[src/rtl/dmem_if.sv]
// Bus bundle between the core, the debug/IO requester, the arbiter and the
// single-port data memory. The arbiter sits on the slave modport; whoever
// drives requests and models the memory uses the master modport.
interface dmem_if #(
  parameter int ADDR_W = 7,
  parameter int DATA_W = 32
);
  logic              cpu_req;
  logic              cpu_we;
  logic [ADDR_W-1:0] cpu_addr;
  logic [DATA_W-1:0] cpu_wdata;
  logic              cpu_stall;
  logic              cpu_rvalid;
  logic [DATA_W-1:0] cpu_rdata;

  logic              dbg_req;
  logic              dbg_we;
  logic [ADDR_W-1:0] dbg_addr;
  logic [DATA_W-1:0] dbg_wdata;
  logic              dbg_gnt;
  logic              dbg_rvalid;
  logic [DATA_W-1:0] dbg_rdata;

  logic              mem_en;
  logic              mem_we;
  logic [ADDR_W-1:0] mem_addr;
  logic [DATA_W-1:0] mem_wdata;
  logic [DATA_W-1:0] mem_rdata;

  modport slave (
    input  cpu_req, cpu_we, cpu_addr, cpu_wdata,
    output cpu_stall, cpu_rvalid, cpu_rdata,
    input  dbg_req, dbg_we, dbg_addr, dbg_wdata,
    output dbg_gnt, dbg_rvalid, dbg_rdata,
    output mem_en, mem_we, mem_addr, mem_wdata,
    input  mem_rdata
  );

  modport master (
    output cpu_req, cpu_we, cpu_addr, cpu_wdata,
    input  cpu_stall, cpu_rvalid, cpu_rdata,
    output dbg_req, dbg_we, dbg_addr, dbg_wdata,
    input  dbg_gnt, dbg_rvalid, dbg_rdata,
    input  mem_en, mem_we, mem_addr, mem_wdata,
    output mem_rdata
  );
endinterface

[src/rtl/dmem_arbiter.sv]
// Data-memory arbiter: the core has priority, but a debug requester that has
// been refused STARVE_MAX consecutive cycles wins the next slot. One command
// per cycle to a single-port synchronous RAM; load data returns one cycle
// after the grant and is steered to whichever requester issued the read.
//
// state  | meaning
// R_NONE | no read in flight, both rvalid outputs low
// R_CPU  | memory is returning a core load this cycle
// R_DBG  | memory is returning a debug load this cycle
module dmem_arbiter #(
  parameter int ADDR_W     = 7,
  parameter int DATA_W     = 32,
  parameter int STARVE_MAX = 4
) (
  input logic   CLK,
  input logic   RESET,
  dmem_if.slave bus
);

  localparam logic [3:0] STARVE_LIM = 4'(STARVE_MAX);

  typedef enum logic [1:0] {R_NONE, R_CPU, R_DBG} ret_t;

  ret_t       ret;
  logic [3:0] starve_cnt;
  logic       cpu_rvalid_q;
  logic       dbg_rvalid_q;
  logic       cpu_grant;
  logic       dbg_grant;

  // Grant decision; reset masks everything so no command leaks out while held.
  always_comb begin
    cpu_grant = ~RESET & bus.cpu_req & (starve_cnt < STARVE_LIM);
    dbg_grant = ~RESET & bus.dbg_req & ~cpu_grant;
  end

  // Memory command mux from the current grant, zeroed when idle.
  always_comb begin
    bus.mem_en    = cpu_grant | dbg_grant;
    bus.mem_we    = 1'b0;
    bus.mem_addr  = {ADDR_W{1'b0}};
    bus.mem_wdata = {DATA_W{1'b0}};
    if (cpu_grant) begin
      bus.mem_we    = bus.cpu_we;
      bus.mem_addr  = bus.cpu_addr;
      bus.mem_wdata = bus.cpu_wdata;
    end else if (dbg_grant) begin
      bus.mem_we    = bus.dbg_we;
      bus.mem_addr  = bus.dbg_addr;
      bus.mem_wdata = bus.dbg_wdata;
    end
  end

  // Handshake outputs seen by the requesters in the grant cycle.
  always_comb begin
    bus.cpu_stall = bus.cpu_req & ~cpu_grant & ~RESET;
    bus.dbg_gnt   = dbg_grant;
  end

  // Return-path FSM and starvation counter; rvalid flags registered with it.
  always_ff @(posedge CLK or posedge RESET) begin
    if (RESET) begin
      ret          <= R_NONE;
      starve_cnt   <= 4'd0;
      cpu_rvalid_q <= 1'b0;
      dbg_rvalid_q <= 1'b0;
    end else begin
      if (bus.dbg_req & ~dbg_grant)
        starve_cnt <= (starve_cnt >= STARVE_LIM) ? STARVE_LIM : starve_cnt + 4'd1;
      else
        starve_cnt <= 4'd0;

      if (cpu_grant & ~bus.cpu_we) begin
        ret          <= R_CPU;
        cpu_rvalid_q <= 1'b1;
        dbg_rvalid_q <= 1'b0;
      end else if (dbg_grant & ~bus.dbg_we) begin
        ret          <= R_DBG;
        cpu_rvalid_q <= 1'b0;
        dbg_rvalid_q <= 1'b1;
      end else begin
        ret          <= R_NONE;
        cpu_rvalid_q <= 1'b0;
        dbg_rvalid_q <= 1'b0;
      end
    end
  end

  // Steer RAM read data to the requester that owns this return slot.
  always_comb begin
    bus.cpu_rvalid = cpu_rvalid_q;
    bus.dbg_rvalid = dbg_rvalid_q;
    bus.cpu_rdata  = {DATA_W{1'b0}};
    bus.dbg_rdata  = {DATA_W{1'b0}};
    if (ret == R_CPU)
      bus.cpu_rdata = bus.mem_rdata;
    else if (ret == R_DBG)
      bus.dbg_rdata = bus.mem_rdata;
  end

endmodule

[src/flat_wrapper.sv]
// flat-port wrapper written by rule: the top's interface ports become plain ports
module dmem_arbiter_flat 
#(
  parameter int ADDR_W     = 7,
  parameter int DATA_W     = 32,
  parameter int STARVE_MAX = 4
)
  (CLK, RESET, bus_cpu_req, bus_cpu_we, bus_cpu_addr, bus_cpu_wdata, bus_cpu_stall, bus_cpu_rvalid, bus_cpu_rdata, bus_dbg_req, bus_dbg_we, bus_dbg_addr, bus_dbg_wdata, bus_dbg_gnt, bus_dbg_rvalid, bus_dbg_rdata, bus_mem_en, bus_mem_we, bus_mem_addr, bus_mem_wdata, bus_mem_rdata);
  dmem_if #(.ADDR_W(ADDR_W), .DATA_W(DATA_W)) bus_i ();
  input logic CLK;
  input logic RESET;
  input wire logic [$bits(bus_i.cpu_req)-1:0] bus_cpu_req;
  input wire logic [$bits(bus_i.cpu_we)-1:0] bus_cpu_we;
  input wire logic [$bits(bus_i.cpu_addr)-1:0] bus_cpu_addr;
  input wire logic [$bits(bus_i.cpu_wdata)-1:0] bus_cpu_wdata;
  output wire logic [$bits(bus_i.cpu_stall)-1:0] bus_cpu_stall;
  output wire logic [$bits(bus_i.cpu_rvalid)-1:0] bus_cpu_rvalid;
  output wire logic [$bits(bus_i.cpu_rdata)-1:0] bus_cpu_rdata;
  input wire logic [$bits(bus_i.dbg_req)-1:0] bus_dbg_req;
  input wire logic [$bits(bus_i.dbg_we)-1:0] bus_dbg_we;
  input wire logic [$bits(bus_i.dbg_addr)-1:0] bus_dbg_addr;
  input wire logic [$bits(bus_i.dbg_wdata)-1:0] bus_dbg_wdata;
  output wire logic [$bits(bus_i.dbg_gnt)-1:0] bus_dbg_gnt;
  output wire logic [$bits(bus_i.dbg_rvalid)-1:0] bus_dbg_rvalid;
  output wire logic [$bits(bus_i.dbg_rdata)-1:0] bus_dbg_rdata;
  output wire logic [$bits(bus_i.mem_en)-1:0] bus_mem_en;
  output wire logic [$bits(bus_i.mem_we)-1:0] bus_mem_we;
  output wire logic [$bits(bus_i.mem_addr)-1:0] bus_mem_addr;
  output wire logic [$bits(bus_i.mem_wdata)-1:0] bus_mem_wdata;
  input wire logic [$bits(bus_i.mem_rdata)-1:0] bus_mem_rdata;
  assign bus_i.cpu_req = bus_cpu_req;
  assign bus_i.cpu_we = bus_cpu_we;
  assign bus_i.cpu_addr = bus_cpu_addr;
  assign bus_i.cpu_wdata = bus_cpu_wdata;
  assign bus_cpu_stall = bus_i.cpu_stall;
  assign bus_cpu_rvalid = bus_i.cpu_rvalid;
  assign bus_cpu_rdata = bus_i.cpu_rdata;
  assign bus_i.dbg_req = bus_dbg_req;
  assign bus_i.dbg_we = bus_dbg_we;
  assign bus_i.dbg_addr = bus_dbg_addr;
  assign bus_i.dbg_wdata = bus_dbg_wdata;
  assign bus_dbg_gnt = bus_i.dbg_gnt;
  assign bus_dbg_rvalid = bus_i.dbg_rvalid;
  assign bus_dbg_rdata = bus_i.dbg_rdata;
  assign bus_mem_en = bus_i.mem_en;
  assign bus_mem_we = bus_i.mem_we;
  assign bus_mem_addr = bus_i.mem_addr;
  assign bus_mem_wdata = bus_i.mem_wdata;
  assign bus_i.mem_rdata = bus_mem_rdata;
  dmem_arbiter #(.ADDR_W(ADDR_W), .DATA_W(DATA_W), .STARVE_MAX(STARVE_MAX)) u_core (.CLK(CLK), .RESET(RESET), .bus(bus_i));
endmodule
[config.mk]
export PLATFORM = sky130hd
export DESIGN_NAME = dmem_arbiter_flat
export DESIGN_NICKNAME = d
export VERILOG_FILES = /design/src/rtl/dmem_if.sv /design/src/rtl/dmem_arbiter.sv /design/src/flat_wrapper.sv
export SDC_FILE = /design/constraint.sdc
export NUM_CORES = 1
export LEC_CHECK = 0
export ABC_CLOCK_PERIOD_IN_PS = 2600
export CORE_AREA = 2 2 87 89
export CTS_CLUSTER_DIAMETER = 150
export DETAILED_ROUTE_END_ITERATION = 12
export DIE_AREA = 0 0 89 91
export GPL_ROUTABILITY_DRIVEN = 0
export PLACE_DENSITY = 0.7
export REMOVE_ABC_BUFFERS = 1
export SLEW_MARGIN = 30
export SYNTH_ARGS = -nofsm -noshare
export SYNTH_HDL_FRONTEND = slang
export SYNTH_SLANG_ARGS = --single-unit
[constraint.sdc]
create_clock -name CLK -period 2.6 [get_ports CLK]
set_input_delay 0.65 -clock CLK [delete_from_list [all_inputs] [get_ports CLK]]
set_output_delay 0.65 -clock CLK [all_outputs]
set_load 0.1 [all_outputs]
==> results list, run 1 <==
- Run status: finished, final reports clean
- Primary flip-flop cell chosen by synthesis mapping: sky130_fd_sc_hd__dfrtp_1
- In this run the register-to-register setup slack is 1.09 ns.
- In the routed design, unresolved DRC markers number 0.
* Total setup violations reported at the end of the flow: 0
- Once layout is complete, the utilization of the core stands at 0.7100.
* Clock-pin slew reported for the worst setup and hold paths after clock tree synthesis: 0.04 ns
- Mapped Area: 1214 um^2
- Of all nets on the critical path, the largest fanout is 21.
* CTS sink cnt: 6
- Core Box Area: 7137 um^2
* Highest Clock Rate: 0.3884 GHz
- Grt total ovfl: 0
- Counting the buffers created by CTS gives 3.
* Time the final worst path needs with I/O delays and setup: roughly 2.6 ns
- Starting density of the core: 0.1701
* Largest net degree at the start of global routing: 33
- Max-slew violation count: 0
- Critical path, cell by cell: buf_2 -> or3b_4 -> bufbuf_16 -> a32o_2 -> buf_12
* Row cnt: 31
* Setup repair after global routing missed its margin: false
- The worst register-to-register path has a depth of 3.
* Depth of the critical timing path with buffers and inverters included: 5
- Vias per inst: 4.617
- For this run, the register share of the synthesized area comes to 0.1237.
- Die area: 8099 um^2
- From synthesis to final layout, the design area changed by 317.5%.
- Count of endpoints failing hold in the final timing report: 0
- Layout cells sized above 1: 0.4714
- Max cap viols: 0
* Clock tree buffer depth: 2
- Die X-Extent: 89 um
- The number of antenna diodes in the final layout is 0.
- Input and output buffers added on the ports amount to about 220.
* Minimum setup slack in the final design: between 0.02 and 0.03 ns
* Count of pins on the block boundary: about 230
* Die height: 91 um
- The worst hold path belongs to the class in -> async.
- WP data arrival: 1.92 ns
* Required time at the worst-slack endpoint: 1.95 ns
- Wire length of the first global-routing pass: approximately 13000 um
- Summed over all failing endpoints, the final setup total negative slack is 0 ns.
* Vias in the first global route: 2291
- For this design the static power due to leakage is around 2.2 nW.
- Skew final: around 0.00087 ns
* Kind of end point of the critical path: primary output
- The number of antenna violations at the first check in global routing came to 0.
- The worst setup path is launched from an input pin.
* CTS H-tree lvls: 1
* Synthesized instance count: 150
- Post-synth cell types: 21
- The setup path with the least slack is of type in -> out.
* Clk_lat worst skew: 0.23 ns
* Clock tree root driver cell: sky130_fd_sc_hd__clkbuf_8
- Wires add up to 8788 um.
- The finished layout holds 483 standard cells, fillers aside.
* Count of placed standard cells including taps: roughly 460
- NumNets Final: 503
* Cell type group with the largest total delay on the critical path: buffers and inverters
- The slowest stage of the critical path belongs to the cell sky130_fd_sc_hd__or3b_4.
* Detail-routed net length per standard cell: 18.19 um
* Hold buffers post-CTS: 0
- Across every metal layer, demand over resource in global routing totals 0.2025.
- Number of nets with antenna violations after routing: 0
- Of the available clock period, the critical path in the final layout requires 0.9902.
- After the first detailed-routing iteration, the DRC count stood at 35.
* YS warnings: 0
- Pre-CTS WS: -0.2708 ns
- Power spread over the standard cell area amounts to 266.7 nW/um^2.
- The number of buffers and inverters on the critical path is 3.
- Detailed Routing Iterations Pass 1: 4
* Clock tree from TritonCTS: yes
- Post-synth EDFFs: 0
- In this run the mean area of a mapped cell was 8.091 um^2.
* Highest ir drop seen on vdd: 185.5 uV
- Delay of the slowest cell on the worst path: approximately 0.4 ns
* Total of flip-flops plus latches after synthesis: 6
- Share of flip-flops with an asynchronous set or reset: 1.000
- For this block, the via count after detailed routing is 2230.
- Detailed placement finished with a half-perimeter wire length of 6477 um.
-- where the power goes --
group	internal, mW	leakage (nW)	switching (mW)
Sequential	0.0980	0.0792	0.00505
Combinational	0.487	2.14	0.617
Clock	0.0998	0.0216	0.0437
Total	0.685	2.24	0.666
-- routing by layer --
metal	vias to the layer above	wire length (um)	global-route usage
met3	26	970	0.06818
met1	999	2679	0.1856
met4	0	357	0.07587
li1	1041	-	-
met2	164	4780	0.3949
met5	-	0	0
-- worst reg2reg max path, delay by kind of cell, from the launching register on --
kind                   cells  cell delay, ns
and+or+nand+nor            2            0.65
buffers and inverters      1            0.31
DFF                        1            0.44
-- flip-flops by register name (all words and copies together) (netlist names) --
name	count
u_core.bus.dbg_rvalid	1
u_core.starve_cnt	4
u_core.ret	1
-- kinds of logic after synthesis --
family                   count (synthesis)  share of synthesized area
AO/OA/AOI/OAI                           43                     0.3454
adder cells (fa/ha/maj)                  1                    0.01031
buffers and inverters                   21                    0.09587
flip-flops                               6                     0.1237
multiplexers                             1                   0.009278
other                                    1                   0.003090
AND/OR/NAND/NOR                         77                     0.4124
-- timing repair --
action                                  in CTS  in global routing
buffers inserted                             9                  1
pin swaps                                    1                  3
cloned                                       8                  0
resized for setup                           37                 19
endpoints found under the setup margin      42                 42
-- final cells by class --
type,count,area (um^2)
Sequential cell,6,150.1
Tap cell,99,123.9
Timing Repair Buffer,251,3735
Inverter,1,3.754
Multi-Input combinational cell,123,1013
Fill cell,490,2069
Clock buffer,3,41.29
-- worst paths after layout --
| kind | endpoint | start |
|---|---|---|
| max | bus_mem_wdata[20] | bus_cpu_req |
| min | u_core.starve_cnt[1] | RESET |
| max reg2reg | u_core.bus.dbg_rvalid | u_core.starve_cnt[3] |
| min reg2reg | u_core.starve_cnt[0] | u_core.starve_cnt[0] |
| max in group asynchronous | u_core.starve_cnt[2] | RESET |
| min in group CLK | u_core.starve_cnt[0] | u_core.starve_cnt[0] |
-- cell usage in the layout, fill, tap and decap left out, types with 2 or more instances in the layout --
cell and n:
sky130_fd_sc_hd__clkbuf_8 3, sky130_fd_sc_hd__buf_4 12, sky130_fd_sc_hd__buf_12 113, sky130_fd_sc_hd__buf_16 6, sky130_fd_sc_hd__dfrtp_1 6, sky130_fd_sc_hd__and2_1 65, sky130_fd_sc_hd__nor2b_1 3, sky130_fd_sc_hd__and3b_1 2
sky130_fd_sc_hd__buf_6 4, sky130_fd_sc_hd__a32o_1 4, sky130_fd_sc_hd__a32o_2 35, sky130_fd_sc_hd__a21oi_1 2, sky130_fd_sc_hd__clkdlybuf4s50_1 112
-- synth_stat cells, drive strengths merged (2+ instances only) --
cell / count / share of area
clkbuf: 10 / 0.031
a21oi: 2 / 0.0082
and2: 65 / 0.34
dfrtp: 6 / 0.12
a32o: 39 / 0.32
buf: 10 / 0.062
nor2b: 4 / 0.021
and3b: 2 / 0.014
-- metrics by stage --
stage               power (mW)  hold slack, ns  area [um^2]
floorplan               0.6328          0.4410         1101
global placement         1.128          0.5126         4657
detailed placement       1.136          0.5279         4657
CTS                      1.350          0.5474         5045
global route             1.388          0.5426         5067
finish                   1.351          0.5137         5067
No activity file was read; power rests on OpenSTA's default activity.
==> run 2: changes to the inputs <==
--- a/config.mk
+++ b/config.mk
@@ -6,13 +6,14 @@
 export NUM_CORES = 1
 export LEC_CHECK = 0
 export ABC_CLOCK_PERIOD_IN_PS = 2600
-export CORE_AREA = 2 2 87 89
+export CORE_AREA = 5 5 83 85
 export CTS_CLUSTER_DIAMETER = 150
 export DETAILED_ROUTE_END_ITERATION = 12
-export DIE_AREA = 0 0 89 91
+export DIE_AREA = 0 0 88 90
 export GPL_ROUTABILITY_DRIVEN = 0
-export PLACE_DENSITY = 0.7
+export PLACE_DENSITY = 0.81
 export REMOVE_ABC_BUFFERS = 1
+export SKIP_CTS_REPAIR_TIMING = 1
 export SLEW_MARGIN = 30
 export SYNTH_ARGS = -nofsm -noshare
 export SYNTH_HDL_FRONTEND = slang
==> results list, run 2 (synthesis gave the netlist of run 1 again) <==
- Clock tree from TritonCTS: yes
- Row cnt: 29
* Detailed Routing Iterations Pass 1: 4
- CTS built an H-tree with a depth of 1.
- Switching power: between 0.6 and 0.7 mW
- For this configuration, the core starts out at a cell density of 0.1979.
- Largest fanout on the critical path: 10
- The placed instances occupy a cell area of about 4600 um^2.
* Net switching fraction of the power: 0.4976
- With fillers left out, the area of the finished cells amounts to 5005 um^2.
* Clock-pin slew reported for the worst setup and hold paths after clock tree synthesis: roughly 0.040 ns
* Combinational share of power: 0.819
- Run status: finished, final reports clean
* Clock tree buffer depth: 2
- Area growth from synthesis to layout: 312.4%
- Wire length of the first global-routing pass: 12520 um
* Vias: roughly 2300
* Count of pins on the block boundary: 225
* Count of endpoints failing hold in the final timing report: 0
- Setup repair after global routing left no endpoint under its margin.
- Critical path launch point type: input pin
- STA puts the critical path data required time at 1.95 ns.
* Min-Delay Endpoint: u_core.starve_cnt[0]
* Post-Layout Cell Count: 461
- Number of CTS-inserted buffers: 3
* Clk_lat worst skew: 0.22 ns
- NumNets Final: roughly 500
- The setup check on the worst reg-to-reg path leaves a slack of 1.16 ns.
* Grt total ovfl: 0
- Vias in the first global route: roughly 2300
- Die height: 90 um
- Reg2reg path depth: 3
* Input/output buffers: 224
* Number of nets with antenna violations after routing: 0
- Kind of end point of the critical path: primary output
* Hold wc startpoint: u_core.starve_cnt[0]
- The clock net in this run drives a total of 6 sinks.
- Skew final: roughly 0.0013 ns
- The tree is rooted in a sky130_fd_sc_hd__clkbuf_8.
- Time the final worst path needs with I/O delays and setup: 2.585 ns
- The floorplan step set the die width to 88 um.
- Die area: 7920 um^2
* Highest Clock Rate: a little under 0.4 GHz
- Highest ir drop seen on vdd: 218.2 uV
- Data arrives at the worst endpoint at 1.94 ns.
* Largest net degree at the start of global routing: 43
- Top library cells by usage in the layout, fill and taps aside: 112 x sky130_fd_sc_hd__buf_12, 112 x sky130_fd_sc_hd__clkdlybuf4s50_1, 65 x sky130_fd_sc_hd__and2_1, 38 x sky130_fd_sc_hd__a32o_2, 12 x sky130_fd_sc_hd__buf_4
* Vias per inst: 4.946
* Leakage Power: 2.254 nW
* Detailed Route Iter0 Violations: 47
- Utilization after layout: 0.8162
* Max-slew violation count: 0
- Top register by number of flip-flops: u_core.starve_cnt
* Total global routing track utilization: 0.2055
- The worst hold path belongs to the class reg -> reg.
* Setup tns final: 0 ns
- Count of placed standard cells including taps: ~440
- RR Startpoint: u_core.starve_cnt[3]
- The worst setup path is of the in -> out kind.
* Post-detail-place hpwl: slightly below 8000 um
- Number of cells on the worst hold path: 2
* Post-route clock period utilization: 0.9944
- Total setup violations reported at the end of the flow: 0
* Internal Power: ~0.68 mW
- The share of total power dissipated in the clock network is 0.104.
- Power density over cell area: 269.5 nW/um^2
- The tool flagged a number of max-cap violations equal to 0.
- Aggregate routed wire length: just over 10000 um
- Largest register FFs: 4
- DRC violations left: 0
- R2R Path End: u_core.bus.dbg_rvalid
- Layout cells sized above 1: 0.4726
* Detail-routed net length per standard cell: 22.02 um
- After floorplanning, the core was sized to cover 6132 um^2.
- Fraction of power consumed by sequential logic: 0.077
- The number of antenna violations at the first check in global routing is 1.
run 2: cell types whose count changed in the layout (fill, tap and decap cells not counted), sizes merged:
cell / before / now
buf: 136 / 129
clkbuf: 4 / 9
dlymetal6s2s: 0 / 3
bufbuf: 1 / 0
diode: 0 / 1
dlygate4sd2: 1 / 0
run 2: worst max path at each step:
stage                      startpoint  cells past startpoint  slack (ns)                end
after floorplan                 RESET                      2       -1.46    bus_mem_addr[0]
after global placement    bus_cpu_req                      5       -0.26  bus_mem_wdata[29]
after detailed placement  bus_cpu_req                      6       -0.33   bus_mem_wdata[1]
after CTS                 bus_cpu_req                      6       -0.32  bus_mem_wdata[18]
after global routing      bus_cpu_req                      5      0.0003  bus_mem_wdata[30]
final                     bus_cpu_req                      5        0.01   bus_mem_wdata[3]
run 2: power by group through the flow:
stage	Sequential, mW	Clock (mW)	Combinational [mW]
2_1_floorplan	0.109	0	0.524
3_3_place_gp	0.104	0	1.03
3_5_place_dp	0.104	0	1.04
4_1_cts	0.103	0.143	1.04
5_1_grt	0.104	0.147	1.13
6_report	0.103	0.141	1.10
run 2: through the flow:
step	setup slack (ns)	total power, mW	hold slack (ns)
after floorplan	-1.460	0.6328	0.4410
after global placement	-0.2644	1.132	0.5152
after detailed placement	-0.3290	1.143	0.5564
after CTS	-0.3240	1.288	0.5632
after global routing	0.0003049	1.380	0.5891
final	0.01458	1.349	0.5599
run 2: cell type report:
type                            count  area [um^2]
Inverter                            1        3.754
Tap cell                           77        96.34
Multi-Input combinational cell    123         1013
Antenna cell                        1        2.502
Sequential cell                     6        150.1
Fill cell                         327         1127
Clock buffer                        3        41.29
Timing Repair Buffer              250         3697
run 2: routing by layer:
layer | GRT usage | part of all wire | up-vias
li1 | - | - | 1043
met1 | 0.1857 | 0.32 | 1049
met2 | 0.3976 | 0.55 | 172
met3 | 0.07221 | 0.11 | 16
met4 | 0.08440 | 0.022 | 0
met5 | 0 | 0 | -
run 2: worst max-delay path, stage by stage:
cell	delay (ns)
sky130_fd_sc_hd__dlymetal6s2s_1	0.13
sky130_fd_sc_hd__or3b_4	0.49
sky130_fd_sc_hd__buf_6	0.19
sky130_fd_sc_hd__a32o_2	0.30
sky130_fd_sc_hd__buf_12	0.17
